===== config.mk =====
export PLATFORM = sky130hd
export DESIGN_NAME = game_ctrl
export DESIGN_NICKNAME = d
export VERILOG_FILES = /design/src/rtl/game_ctrl.sv
export SDC_FILE = /design/constraint.sdc
export NUM_CORES = 1
export LEC_CHECK = 0
export CAP_MARGIN = 20
export CELL_PAD_IN_SITES_DETAIL_PLACEMENT = 1
export CELL_PAD_IN_SITES_GLOBAL_PLACEMENT = 2
export CORE_MARGIN = 2
export CORE_UTILIZATION = 35
export DETAILED_ROUTE_END_ITERATION = 7
export GPL_TIMING_DRIVEN = 1
export HOLD_SLACK_MARGIN = 0.03
export MAX_ROUTING_LAYER = met4
export PLACE_DENSITY = 0.85
export SLEW_MARGIN = 15
export SYNTH_ARGS = -nofsm -noshare
export SYNTH_HDL_FRONTEND = slang
export SYNTH_SLANG_ARGS = --single-unit

===== constraint.sdc =====
create_clock -name clk -period 5.3 [get_ports clk]
set_input_delay 0.795 -clock clk [delete_from_list [all_inputs] [get_ports clk]]
set_output_delay 0.795 -clock clk [all_outputs]
set_load 0.02 [all_outputs]

===== src/rtl/game_ctrl.sv =====
// game_ctrl: top-level sequencer for the brick game.
// Converts raw pushbuttons into start/aim/launch/pause actions, tracks lives
// and level, and drives the ball engine's state/angle/period/level inputs.
// Optional build macro GAME_CTRL_DEBOUNCE_EN adds a per-button debounce stage
// (parameter DEB_CYCLES exists only in that build).
//
// state | meaning
// ------+--------------------------------------------------
//   0   | IDLE  : waiting for start
//   1   | LOAD  : two-cycle brick/period load for the level
//   2   | AIM   : ball parked, aim with left/right, launch
//   3   | RUN   : ball in play
//   4   | PAUSE : engine frozen, launch resumes, start aborts
//   5   | LOST  : ball lost, dwell then re-aim
//   6   | CLEAR : level cleared, dwell then next level/over
//   7   | OVER  : game finished, game_result valid
module game_ctrl #(
  parameter int LIVES        = 3,
  parameter int NUM_LEVELS   = 3,
  parameter int PERIOD_BASE  = 200000,
  parameter int PERIOD_STEP  = 40000,
  parameter int PAUSE_CYCLES = 50000000
`ifdef GAME_CTRL_DEBOUNCE_EN
  ,
  parameter int DEB_CYCLES   = 500000
`endif
) (
  input  logic        clk,
  input  logic        rst,
  input  logic        btn_start,
  input  logic        btn_launch,
  input  logic        btn_aim_l,
  input  logic        btn_aim_r,
  input  logic        dead,
  input  logic        win,
  output logic [2:0]  state,
  output logic [2:0]  angle,
  output logic [19:0] period,
  output logic [2:0]  level,
  output logic [1:0]  lives,
  output logic        game_result
);

  localparam logic [2:0] S_IDLE  = 3'd0;
  localparam logic [2:0] S_LOAD  = 3'd1;
  localparam logic [2:0] S_AIM   = 3'd2;
  localparam logic [2:0] S_RUN   = 3'd3;
  localparam logic [2:0] S_PAUSE = 3'd4;
  localparam logic [2:0] S_LOST  = 3'd5;
  localparam logic [2:0] S_CLEAR = 3'd6;
  localparam logic [2:0] S_OVER  = 3'd7;

  localparam int TW = (PAUSE_CYCLES > 1) ? $clog2(PAUSE_CYCLES) : 1;
  localparam logic [TW-1:0] T_LAST     = TW'(PAUSE_CYCLES - 1);
  localparam logic [19:0]   P_BASE     = 20'(PERIOD_BASE);
  localparam logic [19:0]   P_STEP     = 20'(PERIOD_STEP);
  localparam logic [1:0]    LIVES_INIT = 2'(LIVES);
  localparam logic [2:0]    LAST_LVL   = 3'(NUM_LEVELS - 1);
  localparam logic [2:0]    ANGLE_MID  = 3'd3;
  localparam logic [2:0]    ANGLE_MAX  = 3'd5;

  // bit order: 0 start, 1 launch, 2 aim_l, 3 aim_r
  logic [3:0] btn_raw, sync1, sync2, btn_lvl, btn_prev, press;
  logic       start_p, launch_p, aim_l_p, aim_r_p;
  logic [TW-1:0] timer;
  logic          load_ph;

  assign btn_raw = {btn_aim_r, btn_aim_l, btn_launch, btn_start};

  // two-flop synchronizer for all buttons
  always_ff @(posedge clk or posedge rst) begin
    if (rst) begin
      sync1 <= '0;
      sync2 <= '0;
    end else begin
      sync1 <= btn_raw;
      sync2 <= sync1;
    end
  end

`ifdef GAME_CTRL_DEBOUNCE_EN
  localparam int DW = $clog2(DEB_CYCLES + 1);
  localparam logic [DW-1:0] DEB_LAST = DW'(DEB_CYCLES - 1);
  logic [3:0]    deb;
  logic [DW-1:0] deb_cnt [4];

  // debounced level follows the synced input only after a stable run
  always_ff @(posedge clk or posedge rst) begin
    if (rst) begin
      deb <= '0;
      for (int i = 0; i < 4; i++) deb_cnt[i] <= '0;
    end else begin
      for (int i = 0; i < 4; i++) begin
        if (sync2[i] == deb[i]) begin
          deb_cnt[i] <= '0;
        end else if (deb_cnt[i] == DEB_LAST) begin
          deb[i]     <= sync2[i];
          deb_cnt[i] <= '0;
        end else begin
          deb_cnt[i] <= deb_cnt[i] + 1'b1;
        end
      end
    end
  end

  assign btn_lvl = deb;
`else
  assign btn_lvl = sync2;
`endif

  // previous-value flop for rising-edge press detection
  always_ff @(posedge clk or posedge rst) begin
    if (rst) btn_prev <= '0;
    else     btn_prev <= btn_lvl;
  end

  assign press    = btn_lvl & ~btn_prev;
  assign start_p  = press[0];
  assign launch_p = press[1];
  assign aim_l_p  = press[2];
  assign aim_r_p  = press[3];

  function automatic logic [19:0] period_for(input logic [2:0] lvl);
    return P_BASE - (20'(lvl) * P_STEP);
  endfunction

  // game sequencer; unused presses in a state are simply dropped
  always_ff @(posedge clk or posedge rst) begin
    if (rst) begin
      state       <= S_IDLE;
      angle       <= ANGLE_MID;
      level       <= '0;
      lives       <= LIVES_INIT;
      period      <= P_BASE;
      game_result <= 1'b0;
      timer       <= '0;
      load_ph     <= 1'b0;
    end else begin
      timer <= '0;
      case (state)
        S_IDLE, S_OVER: begin
          if (start_p) begin
            state       <= S_LOAD;
            level       <= '0;
            lives       <= LIVES_INIT;
            game_result <= 1'b0;
            period      <= P_BASE;
            load_ph     <= 1'b0;
          end
        end
        S_LOAD: begin
          if (load_ph) begin
            state   <= S_AIM;
            angle   <= ANGLE_MID;
            load_ph <= 1'b0;
          end else begin
            load_ph <= 1'b1;
          end
        end
        S_AIM: begin
          if (aim_l_p && !aim_r_p && angle != 3'd0)
            angle <= angle - 3'd1;
          else if (aim_r_p && !aim_l_p && angle != ANGLE_MAX)
            angle <= angle + 3'd1;
          if (launch_p) state <= S_RUN;
        end
        S_RUN: begin
          if (win) begin
            state <= S_CLEAR;
          end else if (dead) begin
            if (lives > 2'd1) begin
              lives <= lives - 2'd1;
              state <= S_LOST;
            end else begin
              lives       <= 2'd0;
              game_result <= 1'b0;
              state       <= S_OVER;
            end
          end else if (launch_p) begin
            state <= S_PAUSE;
          end
        end
        S_PAUSE: begin
          if (launch_p)     state <= S_RUN;
          else if (start_p) state <= S_IDLE;
        end
        S_LOST: begin
          if (timer == T_LAST) begin
            state <= S_AIM;
            angle <= ANGLE_MID;
          end else begin
            timer <= timer + 1'b1;
          end
        end
        S_CLEAR: begin
          if (timer == T_LAST) begin
            if (level == LAST_LVL) begin
              game_result <= 1'b1;
              state       <= S_OVER;
            end else begin
              level   <= level + 3'd1;
              period  <= period_for(level + 3'd1);
              load_ph <= 1'b0;
              state   <= S_LOAD;
            end
          end else begin
            timer <= timer + 1'b1;
          end
        end
        default: state <= S_IDLE;
      endcase
    end
  end

endmodule


==> flow_summary.toml <==
[critical_path]
crit_required_ps = 5560
cp_slowest_cell = "dfrtp_1"
worstSetupStartpointType = "flip-flop"
critical_path_buf_inv_count = 2
worstPathArrival_ps = 4610
cp_cell_sequence = "ha_1, xnor2_2, clkinv_1, ha_1, xnor2_1, ha_1, ha_1, nor3_1, buf_4, nor2_1, a31o_2, a211oi_1, xnor2_1, o31ai_1"
critPathTopFamily = "adder cells"
cp_common_cell = "ha_1"
max_stage_delay_ps = 610
path_max_fanout = 20
worstSetupPathType = "flip-flop to flip-flop"
endpoint_kind = "flip-flop"

[finish]
layout-drive-gt1-share = 0.0833
syn_to_final_growth_pct = 16.4
finalNetCount = 434
diodes = 0
final_cells = 556
num-fill-cells = 1195

[synthesis]
synth_area_um2 = 3620
avgSynthCellArea_um2 = 9.29
yosysMostFrequentCell = "dfrtp_1"
syn-instance-count = 390
seq_area_frac_synth = 0.446
synth_edf_count = 0
synth-async-reset-ratio = 1.00
yosysTopAreaCellShare = 0.373
yosysUniqueCellTypes = 67
ys_top_cells_by_area = "dfrtp_1 (37%), dfstp_2 (7.3%), nor2_1 (5.3%), xor2_1 (4.4%), nand2_1 (3.5%)"
yosys-top-cells-count = "dfrtp_1 (54), nor2_1 (51), nand2_1 (34)"
yosysTopAreaCell = "dfrtp_1"
ys.flop_type = "dfrtp_1"
synth_seq_cells = 64
yosysWarnings = 0

[clock_network]
cts_made_buffers = 9
cts_setup_buffers = 0
cts_root_buf = "clkbuf_8"
cts_hold_buf = 0
clk_pin_slew_worst_paths_ps = 70
clkLatencyLatePin_ps = 350
clock-sinks = 64
cts_tree = "built"
clockBufferDepth = 2
cts_max_level = 3
cts.repair.resized = 0

[global_route]
grt_pass1_wl_um = 15000
grtUsageTotal = 0.175
grt_max_degree = 65
antenna_found_initial = 0
grt_overflow = 0
grt_pass1_vias = 3044

[timing]
clock.fmax_mhz = 230
setup_viol = 0
finalMaxSlewViolations = 0
finClkSkew_ps = 12.7
finalHoldViolations = 0
relSlewSlack = 0.443
tns_ps = 0
grt_setup_unrepaired = "no"
worstMarginPinSlew_ps = 836
finalCriticalPeriod_ps = 4350
post-route-period-util = 0.821

[worst_hold_path]
min_path_type = "flip-flop to flip-flop"

[place]
gp_congestion = 0.848
port_buffers = 33
hpwl_um = 6000
dp.cells = 542

[floorplan]
rows = 37
initial_core_util = 0.356
die-area_um2 = 11200
core-area_um2 = 10200
pin_count = 40
die_height_um = 106
die_w_um = 106

[drt]
wl_per_cell_um = 15.7
drt-total-wl_um = 8720
viasPerCell = 5.22
vias = 2905
drt_iter0_markers = 64
route.detailed.drc = 0
first_pass_iters = 4
ant_nets = 0

[power_and_ir_drop]
cellPowerDensity_nw_per_um2 = 402
leakage_uw = 0.00176
ir_drop_mv = 0.122

[run]
maxCapViolCount = 0

[status]
status = "complete, no violations"
-- routing by layer --
layer / vias up / GRT usage / share of wire
met1: 1460 / 0.217 / 0.47
met3: 10 / 0.0427 / 0.031
li1: 1399 / - / -
met5: - / - / 0
met4: 0 / 0.0620 / 0.012
met2: 36 / 0.281 / 0.49
-- registers in the layout, indices dropped and copies added (netlist names) --
register and flops:
btn_prev 4, btn_lvl 4, angle 3, sync1 4, lives 2, game_result 1, period 13, load_ph 1
level 3, timer 26, state 3
-- cells by family after synthesis --
logic type,count (synthesis),share of synthesized area
AO/OA/AOI/OAI,82,0.158
AND/OR/NAND/NOR,151,0.206
multiplexers,7,0.0200
adder cells (fa/ha/maj),9,0.0332
other,1,0.00104
buffers and inverters,43,0.0549
flip-flops,64,0.446
XOR/XNOR,33,0.0819
-- through the flow --
step / cell area [um2] / setup WS, ps / total power, uW / utilization / hold slack [ps]
2_1_floorplan: 3640 / 1440 / 1090 / - / 331
3_3_place_gp: 4030 / 1170 / 1270 / 0.396 / 333
3_5_place_dp: 4030 / 1010 / 1290 / 0.396 / 336
4_1_cts: 4220 / 966 / 1720 / 0.414 / 351
5_1_grt: 4220 / 528 / 1820 / 0.414 / 355
6_report: 4220 / 950 / 1690 / 0.414 / 350
-- report_power, final --
group	internal, uW	switching [uW]	leakage, uW
logic	265	340	0.000851
registers	565	104	0.000823
clock network	225	195	0.0000875
total	1060	639	0.00176
-- worst paths after layout --
kind                            slack (ps)                  from  depth (start not counted)                     end
worst max-delay path                   950  level[0]$_DFFE_PP0P_                         14  period[15]$_DFFE_PP0P_
worst min-delay path                   350    sync1[2]$_DFF_PP0_                          0    btn_lvl[2]$_DFF_PP0_
worst max register to register         950  level[0]$_DFFE_PP0P_                         14  period[15]$_DFFE_PP0P_
worst min register to register         350    sync1[2]$_DFF_PP0_                          0    btn_lvl[2]$_DFF_PP0_
max in group asynchronous             3740                   rst                          3      timer[2]$_DFF_PP0_
min in group asynchronous             1000                   rst                          3  period[19]$_DFFE_PP0P_
-- layout by cell type, fill, tap and decap left out, types with 3 or more instances in the layout --
cell             netlist  routed
dfrtp_1               54      54
nor2_1                51      51
nand2_1               34      34
clkdlybuf4s50_1        0      33
a21oi_1               18      18
xor2_1                18      18
inv_1                 18      17
o21ai_0               15      15
xnor2_1               14      14
nand3_1               13      13
nor2b_1               10      10
dfstp_2               10      10
clkbuf_8               0      10
nor3_1                 9       9
o31ai_1                8       8
ha_1                   8       8
nand2b_1               7       7
nand4_1                6       6
conb_1                 1       6
mux2i_1                5       5
o211ai_1               5       5
a22o_1                 4       4
and4_1                 3       3
a21boi_0               3       3
a31oi_1                3       3
a22oi_1                3       3
-- worst register-to-register path, stage by stage (launching register included) --
cell,delay [ps]
dfrtp_1,610
ha_1,410
xnor2_2,470
clkinv_1,370
ha_1,460
xnor2_1,170
ha_1,250
ha_1,360
nor3_1,210
buf_4,190
nor2_1,50
a31o_2,220
a211oi_1,210
xnor2_1,90
o31ai_1,180
-- layout make-up --
cell class	instances	area (um2)	area share
inverter	19	71.3	0.0169
clock buffer	11	141	0.0335
multi-input combinational	288	1830	0.434
tap	136	170	0.0404
sequential	64	1610	0.383
timing repair buffer	35	345	0.0819
clock inverter	3	45.0	0.0107
Note: power is estimated with default switching activity, not from simulation.
